### src/rtl/config_loader.sv
// config_loader: streams a byte-wide bitstream into a serial configuration chain.
//
// A start request clears the chain for one cycle (CLEAR), then bytes are taken
// on a valid/ready handshake and shifted out MSB-first, one bit per clock,
// until CHAIN_LENGTH bits have been delivered. Any bits left over in the final
// byte are dropped. The first bit shifted ends up at chain position
// CHAIN_LENGTH-1.
//
// Optional feature: define CONFIG_LOADER_CRC_EN to get a CRC-8 (poly 0x07,
// init 0x00, MSB-first, no final XOR) over the shifted bits. Without it, crc
// is tied to 0x00.
//
// Ports:
//   clock         - single clock; the chain shifts on its rising edge
//   nreset        - asynchronous active-low reset
//   start         - single-cycle load request (honoured in IDLE/DONE only)
//   data_in       - bitstream byte
//   data_valid    - data_in holds a valid byte
//   data_ready    - loader accepts data_in this cycle
//   config_in     - serial bit to the chain head (0 when not shifting)
//   config_enable - chain shift enable
//   config_nreset - active-low chain clear (low in CLEAR and during reset)
//   busy          - high in CLEAR and LOAD
//   done          - high in DONE
//   crc           - bitstream checksum (0x00 unless CONFIG_LOADER_CRC_EN)
module config_loader #(
  parameter int CHAIN_LENGTH = 36
) (
  input  logic       clock,
  input  logic       nreset,
  input  logic       start,
  input  logic [7:0] data_in,
  input  logic       data_valid,
  output logic       data_ready,
  output logic       config_in,
  output logic       config_enable,
  output logic       config_nreset,
  output logic       busy,
  output logic       done,
  output logic [7:0] crc
);

  localparam int CW = $clog2(CHAIN_LENGTH + 1);

  localparam logic [1:0] IDLE  = 2'd0;
  localparam logic [1:0] CLEAR = 2'd1;
  localparam logic [1:0] LOAD  = 2'd2;
  localparam logic [1:0] DONE  = 2'd3;

  logic [1:0]    state;
  logic [CW-1:0] bit_cnt;   // chain bits still to deliver
  logic [7:0]    hold;      // holding register, MSB is the next bit out
  logic [3:0]    hold_cnt;  // unshifted bits left in hold
  logic          shift_en;
  logic          accept;

  assign shift_en = (state == LOAD) && (hold_cnt != 4'd0) && (bit_cnt != '0);

  // Refill while the last bit of the current byte is going out so that
  // back-to-back bytes shift with no bubble, but never fetch a byte whose
  // bits would all be discarded.
  assign data_ready = (state == LOAD) &&
                      (((hold_cnt == 4'd0) && (bit_cnt != '0)) ||
                       ((hold_cnt == 4'd1) && (bit_cnt > CW'(1))));

  assign accept        = data_ready && data_valid;
  assign config_enable = shift_en;
  assign config_in     = shift_en && hold[7];
  assign config_nreset = nreset && (state != CLEAR);
  assign busy          = (state == CLEAR) || (state == LOAD);
  assign done          = (state == DONE);

  always_ff @(posedge clock or negedge nreset) begin
    if (!nreset) begin
      state    <= IDLE;
      bit_cnt  <= '0;
      hold     <= '0;
      hold_cnt <= '0;
    end else begin
      case (state)
        IDLE, DONE: begin
          if (start) state <= CLEAR;
        end
        CLEAR: begin
          state    <= LOAD;
          bit_cnt  <= CW'(CHAIN_LENGTH);
          hold     <= '0;
          hold_cnt <= '0;
        end
        LOAD: begin
          if (shift_en) begin
            bit_cnt  <= bit_cnt - CW'(1);
            hold     <= {hold[6:0], 1'b0};
            hold_cnt <= hold_cnt - 4'd1;
            if (bit_cnt == CW'(1)) begin
              state    <= DONE;
              hold_cnt <= '0;
            end
          end
          // accept never coincides with the final bit (data_ready needs
          // bit_cnt > hold_cnt), so a refill cannot be lost to DONE.
          if (accept) begin
            hold     <= data_in;
            hold_cnt <= 4'd8;
          end
        end
        default: state <= IDLE;
      endcase
    end
  end

`ifdef CONFIG_LOADER_CRC_EN
  logic [7:0] crc_q;
  logic       crc_fb;

  assign crc_fb = crc_q[7] ^ hold[7];

  always_ff @(posedge clock or negedge nreset) begin
    if (!nreset) begin
      crc_q <= '0;
    end else if (state == CLEAR) begin
      crc_q <= '0;
    end else if (shift_en) begin
      crc_q <= {crc_q[6:0], 1'b0} ^ (crc_fb ? 8'h07 : 8'h00);
    end
  end

  assign crc = crc_q;
`else
  assign crc = '0;
`endif

endmodule

### config.mk
export PLATFORM = sky130hd
export DESIGN_NAME = config_loader
export DESIGN_NICKNAME = d
export VERILOG_FILES = /design/src/rtl/config_loader.sv
export SDC_FILE = /design/constraint.sdc
export NUM_CORES = 1
export LEC_CHECK = 0
export BUFFER_PORTS_ARGS = -buffer_cell sky130_fd_sc_hd__buf_4
export CORE_MARGIN = 5
export CORE_UTILIZATION = 49
export CTS_BUF_LIST = sky130_fd_sc_hd__clkbuf_16
export DETAILED_ROUTE_END_ITERATION = 6
export GPL_ROUTABILITY_DRIVEN = 0
export GPL_TIMING_DRIVEN = 0
export PLACE_DENSITY = 0.84
export SLEW_MARGIN = 20
export SYNTH_ARGS = -nofsm -noshare
export SYNTH_HDL_FRONTEND = slang
export SYNTH_SLANG_ARGS = --single-unit
### constraint.sdc
create_clock -name clock -period 1.7 [get_ports clock]
set_input_delay 0 -clock clock [delete_from_list [all_inputs] [get_ports clock]]
set_output_delay 0 -clock clock [all_outputs]
set_load 0.005 [all_outputs]
Yosys cells after proc, flatten, opt, wreduce, memory -nomap -nowiden:

Index checks and enable logic that the tools add are counted.

* flip-flop bits (word level): 20
* bits in latches: 0
* RAM bits: 0
* bits in read-only memories: 0
* output and inout bits: 14
* logic and storage cells: 49
* memories: 0

* $add $sub $neg: 2
* multipliers: 0
* divide/modulo/power cells: 0
* magnitude comparators: 1
* eq/ne operators: 10
* shifts and indexed selects: 0
* multiplexer cells: 13
* bitwise operators: 0
* reductions and logical operators: 19

Operators with widths (count)
* two-way mux 8 bit: 2
* one-hot mux 8 bit (2 select lines): 1
* two-way mux 4 bit: 3
* one-hot mux 6 bit (2 select lines): 1
* logical AND 1 bit: 8
* one-hot mux 4 bit (2 select lines): 1
* equality test 6 x 1 -> 1 bit, second input constant: 1
* greater-than comparator 6 x 1 -> 1 bit, second input constant: 1
* two-way mux 2 bit: 3
* two-way mux 6 bit: 1
* one-hot mux 2 bit (3 select lines): 1
* nonzero test 6 bit: 1
* subtractor 6 x 1 -> 6 bit, second input constant: 1
* equality test 2 bit, second input constant: 2
* equality test 4 x 1 -> 1 bit, second input constant: 1
* zero test 4 bit: 1
* != test 2 x 1 -> 1 bit, second input constant: 2
* != test 2 bit, second input constant: 2
* AND reduction 2 bit: 2
* nonzero test 4 bit: 1
* subtractor 4 x 1 -> 4 bit, second input constant: 1
* != test 3 bit, second input constant: 1
* AND reduction 3 bit: 1
* equality test 2 x 1 -> 1 bit, second input constant: 1
* 4 further kinds: 5

Longest topological paths before layout:

Gate-level depths: netlist of run 1.

* depth in word-level cells: 7
* mapped depth: 8

Worst setup path before layout of run 1:

OpenSTA, ideal clock, no wires.

* path kind: register to register
* start: register bit_cnt[0]
* end: register hold_cnt[3]
* library setup time: 0.126 ns
* arrival time: 1.697 ns
* data required time: 1.574 ns
* slack: -0.123 ns
* cell stages (with the launch flop): 8
* clock period less this slack: 1.823 ns
* cell sequence: dfrtp_1 > inv_1 > ha_1 > nor3b_2 > a211o_1 > buf_2 > a21oi_1 > a221o_1

* longest elaborated chain between the ends: 7

RTL lines
* start, declared: line 51 `logic [CW-1:0] bit_cnt;`
* start signal, assigned: line 86 `bit_cnt <= CW'(CHAIN_LENGTH);`
* start signal, assigned: line 92 `bit_cnt <= bit_cnt - CW'(1);`
* greater-than comparator 6 x 1 -> 1 bit / nonzero test 6 bit (equally long branches): line 64, 57, 63
* logical AND 1 bit, on equally long branches: line 64, 63
* logical OR 1 bit: line 63 `(((hold_cnt == 4'd0) && (bit_cnt != '0)) ||`
* logical AND 1 bit: line 62 `assign data_ready = (state == LOAD) &&`
* logical AND 1 bit: line 66 `assign accept = data_ready && data_valid;`
* two-way mux 4 bit / != test 3 bit (equally long branches)
* one-hot mux 4 bit (2 select lines) / AND reduction 2 bit (equally long branches)
* end signal, assigned: line 94 `hold_cnt <= hold_cnt - 4'd1;`
* end, declared: line 53 `logic [3:0] hold_cnt;`

Parallel ways exist; a longest one is shown, timed or not. The select of a mux whose other input is x is not followed.
A chain may end at the register's enable or synchronous reset.

Final worst setup path of run 1:

* start: register bit_cnt[1]
* end: register hold_cnt[3]

Same word-level chain as after synthesis.

==> impl_metrics.tcl, run 1 <==
set metrics [dict create \
    cp_cell_sequence "inv_2 -> ha_4 -> nor3b_4 -> a211o_1 -> buf_6 -> a21oi_4 -> a221o_1" \
    required_ps 1830 \
    period_share_pct 116 \
    rsz0062_at_grt "yes" \
    fin_ws_ps -268 \
    grt_pass1_vias 1428 \
    dieArea_um2 4020 \
    synthTopCellsByArea "dfrtp_1, ha_1, nand3_1" \
    synth_edf_count 0 \
    die_h_um 63.4 \
    final-hold-violation-count 0 \
    cts_sinks 20 \
    grt_usage_pct 22.1 \
    n_fill_cell 141 \
    ys_seq_area_share_pct 35.8 \
    clk_pin_slew_worst_paths_ps 60 \
    synth_top_area_share_pct 35.8 \
    path_class "reg -> reg" \
    clock_latency_ps 260 \
    initial_utilization_pct 51.1 \
    peakVddDrop_mv 1.61 \
    violations "negative setup slack" \
    synthTopCellsByCount "nand3_1, dfrtp_1, inv_1" \
    grt_overflow 0 \
    postRouteAntennaNets 0 \
    drive_gt1_share_pct 50.0 \
    start_kind "register" \
    worstHoldStart "data_in[1]" \
    yosysUniqueCellTypes 43 \
    power.total_uw 3730 \
    drv_slew 0 \
    p_leak_uw 0.000952 \
    cts_buffer_depth 2 \
    hp-class "in -> reg" \
    reg2reg_from "bit_cnt[1]" \
    cpPeakStageDelay_ps 390 \
    die_x_um 63.4 \
    hold_path_end "hold[1]" \
    drt-total-wl_um 5080 \
    rr_worst_depth 7 \
    ff2ff_setup_slack_ps -270 \
    via_per_inst 6.36 \
    hold_slack_ps 2.47 \
    fmax_ghz 0.508 \
    core_um2 2730 \
    cp-end-kind "register" \
    syn_avg_cell_area_um2 9.43 \
    setup_viol 22 \
    cts_made_buffers 3 \
    synth_seq_cells 20 \
    arrival_ps 2100 \
    drt-initial-drc-count 125 \
    row_count 19 \
    drcViolationCount 0 \
    diodes 0 \
    place_ws_ps -234 \
    num_vias 1508 \
    grt_max_degree 22 \
    cts_tree "done" \
    syn-instance-count 148 \
    synthArstFlopShare_pct 100 \
    maxCapViolCount 0 \
    p_per_area_nw_per_um2 1710 \
    antenna_found_initial 0 \
    area_delta_synth_final_pct 56.5 \
    crit_fanout 5 \
    first_pass_iters 4 \
    crit_family "compound AO/OA/AOI/OAI gates" \
    synth-main-ff-cell "dfrtp_1" \
    tightest_slew_ps 518 \
    portBuffers 17 \
    num_io_pins 26 \
    place_hpwl_um 2390 \
    yosys_warnings 0 \
    slew_headroom_pct 65.4 \
    hold_depth 3 \
    fin_worst_skew_ps 2.31 \
    regToRegEndpoint "hold_cnt[3]" \
    cts_root_buffer "clkbuf_16" \
    grt_pass1_wl_um 7030 \
    synth_largest_area_cell "dfrtp_1" \
    avgRoutedWirePerCell_um 21.4 \
    cp_slowest_cell "dfrtp_1" \
    cp_num_buf_inv 2 \
    period_needed_ps 1970 \
    synth_area_um2 1400 \
    final_nets 228 \
    status "finished with violations" \
    htreeDepth 1 \
    synthMostInstantiatedCell "nand3_1" \
]
==> power by group <==
| group | total (uW) | switching [uW] | internal, uW | leakage (uW) |
|---|---|---|---|---|
| sequential | 907 | 231 | 677 | 0.000256 |
| combinational | 2320 | 1240 | 1080 | 0.000658 |
| clock | 508 | 194 | 314 | 0.0000385 |
| total | 3730 | 1660 | 2070 | 0.000952 |
==> final cells by class <==
class	count	area, um2	area share (%)
repair buffers	48	435	19.9
inverters	18	70.1	3.21
flip-flops and latches	20	503	23.0
clock inverters	1	3.75	0.172
clock buffers	3	75.1	3.43
multi-input cells	103	947	43.3
well taps	31	38.8	1.77
plain buffers	13	113	5.15
==> worst max-delay path by stage <==
stage / startpoint / to / cells after the start
5_1_grt: bit_cnt[1] / hold_cnt[3] / 7
4_1_cts: bit_cnt[0] / hold[4] / 7
3_3_place_gp: bit_cnt[0] / hold_cnt[2] / 6
2_1_floorplan: bit_cnt[0] / hold[2] / 7
3_5_place_dp: bit_cnt[0] / hold_cnt[3] / 7
6_report: bit_cnt[1] / hold_cnt[3] / 7
==> registers in the layout (all words and copies together), names as in the netlist <==
| signal | flops |
|---|---|
| hold | 8 |
| bit_cnt | 6 |
| state | 2 |
| hold_cnt | 4 |
==> layout by cell type, fill, tap and decap left out, drive strengths merged, types with 5 or more instances in the layout <==
cell type | Yosys | final
nand3 | 21 | 21
o221ai | 7 | 7
inv | 18 | 18
dlygate4sd3 | 0 | 8
a21oi | 8 | 8
buf | 13 | 52
or4 | 5 | 5
dfrtp | 20 | 20
ha | 9 | 9
nand2 | 6 | 6
conb | 1 | 8
o21ai | 5 | 5
==> through the flow <==
step | cell area, um2 | utilization [%] | instances | TNS (ps)
CTS | 1910 | 70.0 | 226 | -2200
floorplan | 1470 | - | 155 | -269
finish | 2190 | 80.0 | 237 | -4050
global placement | 1640 | 59.8 | 203 | -2170
detailed placement | 1640 | 59.8 | 203 | -3190
global route | 2190 | 80.0 | 237 | -5260
==> cell families after synthesis <==
family / synth area share, %
and+or+nand+nor: 20.3
AOI/OAI and AO/OA: 23.1
buffers and inverters: 11.6
DFF: 35.8
adders and majority gates: 8.06
muxes: 0.717
other: 0.269
==> worst reg2reg max path: cells and delay by family (launching register included) <==
family                   cells  cell delay (ps)
AO/OA/AOI/OAI                3              740
flip-flops                   1              390
AND/OR/NAND/NOR              1              310
buffers and inverters        2              260
adder cells (fa/ha/maj)      1              140
==> routing by layer <==
| metal | GRT usage, % | wire [um] | vias to the layer above |
|---|---|---|---|
| met5 | 0 | 0 | - |
| met4 | 11.9 | 216 | 0 |
| li1 | - | - | 645 |
| met3 | 3.55 | 414 | 26 |
| met1 | 27.2 | 1970 | 750 |
| met2 | 36.5 | 2470 | 87 |
==> timing repair <==
action / CTS / global route
setup endpoints to repair: 21 / 23
setup buffers: 10 / 12
hold endpoints to repair: 27 / 0
resized for setup: 14 / 46
cloned: 1 / 1
pin swaps: 5 / 10
hold buffers: 8 / 0
Power figures use the tool's default switching activity.
==> inputs of run 2 (changes only) <==
--- a/config.mk
+++ b/config.mk
@@ -7,7 +7,9 @@
 export LEC_CHECK = 0
 export BUFFER_PORTS_ARGS = -buffer_cell sky130_fd_sc_hd__buf_4
+export CORE_ASPECT_RATIO = 0.9
 export CORE_MARGIN = 5
 export CORE_UTILIZATION = 49
 export CTS_BUF_LIST = sky130_fd_sc_hd__clkbuf_16
+export CTS_CLUSTER_SIZE = 8
 export DETAILED_ROUTE_END_ITERATION = 6
 export GPL_ROUTABILITY_DRIVEN = 0
==> constraint.sdc (replaced) <==
create_clock -name clock -period 1.7 [get_ports clock]
set_input_delay 0.17 -clock clock [delete_from_list [all_inputs] [get_ports clock]]
set_output_delay 0.17 -clock clock [all_outputs]
set_load 0.005 [all_outputs]
==> impl_metrics.tcl, run 2 (synthesized netlist as in run 1, its figures left out) <==
set metrics [dict create \
    hold_slack_ps 160 \
    grt_pass1_wl_um 7380 \
    final_cell_mix "buf_4, dfrtp_1, nand3_1" \
    via_per_inst 6.20 \
    row_count 18 \
    dp_cells 212 \
    slew_headroom_pct 55.8 \
    setup_viol 21 \
    drcViolationCount 0 \
    drt-total-wl_um 5230 \
    area_delta_synth_final_pct 59.3 \
    period_share_pct 114 \
    fmax_ghz 0.517 \
    cts_root_buffer "clkbuf_16" \
    drv_slew 0 \
    mostFrequentLayoutCell "buf_4" \
    cts_sinks 20 \
    initial_utilization_pct 50.8 \
    status "finished with violations" \
    stdcell_count 244 \
    antenna_found_initial 0 \
    final_nets 226 \
    cp-end-kind "register" \
    p_leak_uw 0.000954 \
    placed_cell_area_um2 1650 \
    ff2ff_setup_slack_ps -230 \
    htreeDepth 1 \
    clock_latency_ps 260 \
    grt_overflow 0 \
    portBuffers 17 \
    drt-initial-drc-count 237 \
    die_h_um 60.6 \
    die_x_um 66.3 \
    regToRegEndpoint "bit_cnt[5]" \
    grt_usage_pct 24.5 \
    path_class "reg -> reg" \
    cts_buffer_depth 2 \
    fin_ws_ps -233 \
    core_um2 2750 \
    largest_register "hold" \
    maxCapViolCount 0 \
    largest_reg_flops 8 \
    violations "negative setup slack" \
    fin_area_um2 2220 \
    arrival_ps 2030 \
    reg_top3 "hold (8), bit_cnt (6), hold_cnt (4)" \
    reg2reg_from "hold_cnt[0]" \
    avgRoutedWirePerCell_um 21.5 \
    clk_pin_slew_worst_paths_ps 60 \
    cts_made_buffers 3 \
    grt_max_degree 22 \
    dieArea_um2 4020 \
    period_needed_ps 1930 \
    p_per_area_nw_per_um2 1820 \
    first_pass_iters 4 \
    crit_fanout 4 \
    final-hold-violation-count 0 \
    rr_worst_depth 8 \
    power.total_uw 4050 \
    diodes 0 \
    cp-startpoint "hold_cnt[0]" \
    place_ws_ps -373 \
    cts_tree "done" \
    required_ps 1800 \
    place_hpwl_um 2440 \
    postRouteAntennaNets 0 \
    tightest_slew_ps 658 \
    endpoint "bit_cnt[5]" \
    peakVddDrop_mv 1.13 \
    start_kind "register" \
    fin_worst_skew_ps 2.94 \
    hp-class "in -> reg" \
    n_fill_cell 145 \
    num_vias 1513 \
    rsz0062_at_grt "yes" \
    num_io_pins 26 \
    drive_gt1_share_pct 55.9 \
    grt_pass1_vias 1467 \
]
-- run 2: cell types whose count changed in the layout (fill, tap and decap cells not counted), moves of 2 or more --
cell / change
dlygate4sd3_1: -7
buf_4: +5
buf_8: -2
nand3_1: -2
nand3_2: +2
-- run 2: layout make-up --
cell class | instances | area, um2 | share of cell area [%]
plain buffers | 14 | 123 | 5.51
multi-input cells | 103 | 1010 | 45.2
inverters | 18 | 67.6 | 3.04
clock inverters | 1 | 30.0 | 1.35
flip-flops and latches | 20 | 503 | 22.6
well taps | 40 | 50.0 | 2.25
clock buffers | 3 | 75.1 | 3.37
repair buffers | 45 | 370 | 16.6
-- run 2: worst min path at each step --
stage / slack (ps) / cells past startpoint / startpoint / to
final: 160 / 3 / data_in[5] / hold[5]
after global placement: 70 / 1 / nreset / bit_cnt[0]
after global routing: 170 / 3 / data_in[5] / hold[5]
after floorplan: -130 / 0 / nreset / bit_cnt[0]
after detailed placement: 70 / 1 / nreset / state[0]
after CTS: 160 / 3 / data_in[7] / hold[7]
-- run 2: timing repair --
item / 4_1_cts / 5_1_grt
pin swaps: 17 / 9
resized for setup: 38 / 23
endpoints found under the setup margin: 21 / 23
hold buffers: 1 / 0
endpoints found under the hold margin: 20 / 0
setup buffers: 19 / 8
-- run 2: metal layers --
| layer | wire length [um] | track usage (%) | vias to the layer above |
|---|---|---|---|
| li1 | - | - | 640 |
| met1 | 1980 | 33.0 | 740 |
| met2 | 2570 | 40.2 | 113 |
| met3 | 500 | 3.15 | 20 |
| met4 | 177 | 9.86 | 0 |
| met5 | 0 | 0 | - |
-- run 2: report_power, final --
group	internal, uW	leakage, uW	switching, uW	total, uW
Sequential	676	0.000256	248	924
Clock	468	0.0000511	198	666
Combinational	1130	0.000647	1330	2460
-- run 2: critical path: stages, from the launching register on --
cell and delay [ps]:
dfrtp_1 400, inv_2 110, ha_4 190, nor3b_4 220
a211o_1 200, inv_2 100, buf_6 140, a311oi_4 330
a41oi_2 80
-- run 2: metrics by stage --
| stage | TNS (ps) | util [%] |
|---|---|---|
| CTS | -1290 | 74.9 |
| global placement | -2160 | 59.9 |
| detailed placement | -3290 | 59.9 |
| floorplan | -269 | - |
| finish | -2740 | 81.0 |
| global route | -4270 | 81.0 |
==> inputs of run 3 (changes only) <==
- PLACE_DENSITY: 0.84 -> unset
- PLACE_DENSITY_LB_ADDON: unset -> 0.25
==> impl_metrics.tcl, run 3 (synthesized netlist as in run 1, its figures left out) <==
set metrics [dict create \
    n_fill_cell 186 \
    comb_power_share_pct 58.3 \
    grt_max_degree 22 \
    cts_root_buffer "clkbuf_16" \
    fmax_ghz 0.521 \
    fin_worst_skew_ps 2.20 \
    arrival_ps 2060 \
    row_count 18 \
    rsz0062_at_grt "yes" \
    power_switching_uw 1520 \
    cp-end-kind "register" \
    drive_gt1_share_pct 51.5 \
    p_per_area_nw_per_um2 1740 \
    maxCapViolCount 0 \
    final_cell_mix "buf_4, dfrtp_1, nand3_1" \
    violations "negative setup slack" \
    drt-initial-drc-count 97 \
    p_seq_share_pct 23.9 \
    start_kind "register" \
    reg_top3 "hold (8), bit_cnt (6), hold_cnt (4)" \
    dieArea_um2 4020 \
    grt_usage_pct 21.2 \
    diodes 0 \
    largest_register "hold" \
    mostFrequentLayoutCell "buf_4" \
    rr_worst_depth 4 \
    setup_viol 20 \
    grt_pass1_wl_um 6410 \
    htreeDepth 1 \
    place_hpwl_um 2480 \
    hp-class "in -> reg" \
    hold_path_end "hold[1]" \
    ff2ff_setup_slack_ps -220 \
    num_io_pins 26 \
    drcViolationCount 0 \
    worstHoldStart "data_in[1]" \
    antenna_found_initial 0 \
    p_int_uw 2170 \
    regToRegEndpoint "hold_cnt[3]" \
    die_h_um 60.6 \
    grt_pass1_vias 1349 \
    final-hold-violation-count 0 \
    die_x_um 66.3 \
    period_share_pct 113 \
    initial_utilization_pct 50.8 \
    portBuffers 17 \
    cp_cell_sequence "or4_4 -> o21ai_2 -> o22ai_1 -> a221o_1" \
    area_delta_synth_final_pct 52.2 \
    cts_tree "done" \
    fin_setup_tns_ps -2210 \
    required_ps 1840 \
    cts_buffer_depth 2 \
    regArea_um2 503 \
    core_um2 2750 \
    reg2reg_from "bit_cnt[2]" \
    cts_made_buffers 3 \
    clock_latency_ps 260 \
    fin_ws_ps -219 \
    multi_input_area_um2 940 \
    first_pass_iters 4 \
    drv_slew 0 \
    power.total_uw 3690 \
    drt-total-wl_um 4050 \
    largest_reg_flops 8 \
    p_clk_share_pct 17.8 \
    peakVddDrop_mv 1.29 \
    status "finished with violations" \
    grt_overflow 0 \
    hold_depth 3 \
    num_vias 1345 \
    postRouteAntennaNets 0 \
    final_nets 222 \
    avgRoutedWirePerCell_um 16.9 \
    crit_fanout 5 \
    cp-startpoint "bit_cnt[2]" \
    via_per_inst 5.60 \
    cp_slowest_cell "or4_4" \
    slew_headroom_pct 64.0 \
    p_leak_uw 0.000924 \
    clk_pin_slew_worst_paths_ps 60 \
    switching_share_pct 41.3 \
    cts_sinks 20 \
    period_needed_ps 1920 \
    cpPeakStageDelay_ps 590 \
    tightest_slew_ps 539 \
    hold_slack_ps 148 \
    path_class "reg -> reg" \
]
[run 3: metal layers]
metal	wire length [um]	share of wire, %	track usage (%)	vias up
met4	58	1.4	6.09	0
met2	2020	50	36.2	55
li1	-	-	-	639
met3	268	6.6	4.63	11
met1	1700	42	27.4	640
met5	0	0	0	-
[run 3: critical path: cells and delay by family (launching register included)]
kind	cells	cell delay [ps]
simple gates	1	590
flops	1	450
compound gates	3	770
[run 3: how the worst max path moves through the flow]
stage                  end  slack, ps  depth (start not counted)
2_1_floorplan      hold[2]        -40                          7
3_3_place_gp    data_ready       -300                          8
3_5_place_dp    data_ready       -360                          8
4_1_cts          config_in       -150                          7
5_1_grt        hold_cnt[3]       -270                          8
6_report       hold_cnt[3]       -220                          4
[run 3: through the flow]
| step | utilization (%) | setup slack [ps] | instance area [um2] | instances |
|---|---|---|---|---|
| 3_3_place_gp | 59.9 | -296 | 1650 | 212 |
| 5_1_grt | 77.3 | -271 | 2120 | 240 |
| 4_1_cts | 74.8 | -151 | 2060 | 239 |
| 2_1_floorplan | - | -35.2 | 1470 | 155 |
| 6_report | 77.3 | -219 | 2120 | 240 |
| 3_5_place_dp | 59.9 | -364 | 1650 | 212 |
[run 3: layout make-up]
class / count / area share (%)
Clock buffer: 3 / 3.53
Multi-Input combinational cell: 103 / 44.2
Timing Repair Buffer: 41 / 15.8
Clock inverter: 1 / 1.41
Sequential cell: 20 / 23.7
Buffer: 14 / 5.77
Tap cell: 40 / 2.36
Inverter: 18 / 3.18
[run 3: repair_timing]
item / 4_1_cts / 5_1_grt
buffers inserted: 22 / 1
pin swaps: 16 / 9
endpoints found under the setup margin: 23 / 23
resized for setup: 33 / 16
hold buffers: 1 / 0
endpoints found under the hold margin: 20 / 0
[run 3: power by group through the flow]
stage / sequential (uW) / combinational [uW] / clock (uW)
after floorplan: 825 / 1130 / 0
after CTS: 854 / 1980 / 659
after global placement: 856 / 1440 / 0
after detailed placement: 869 / 1520 / 0
after global routing: 906 / 2310 / 674
final: 882 / 2150 / 657
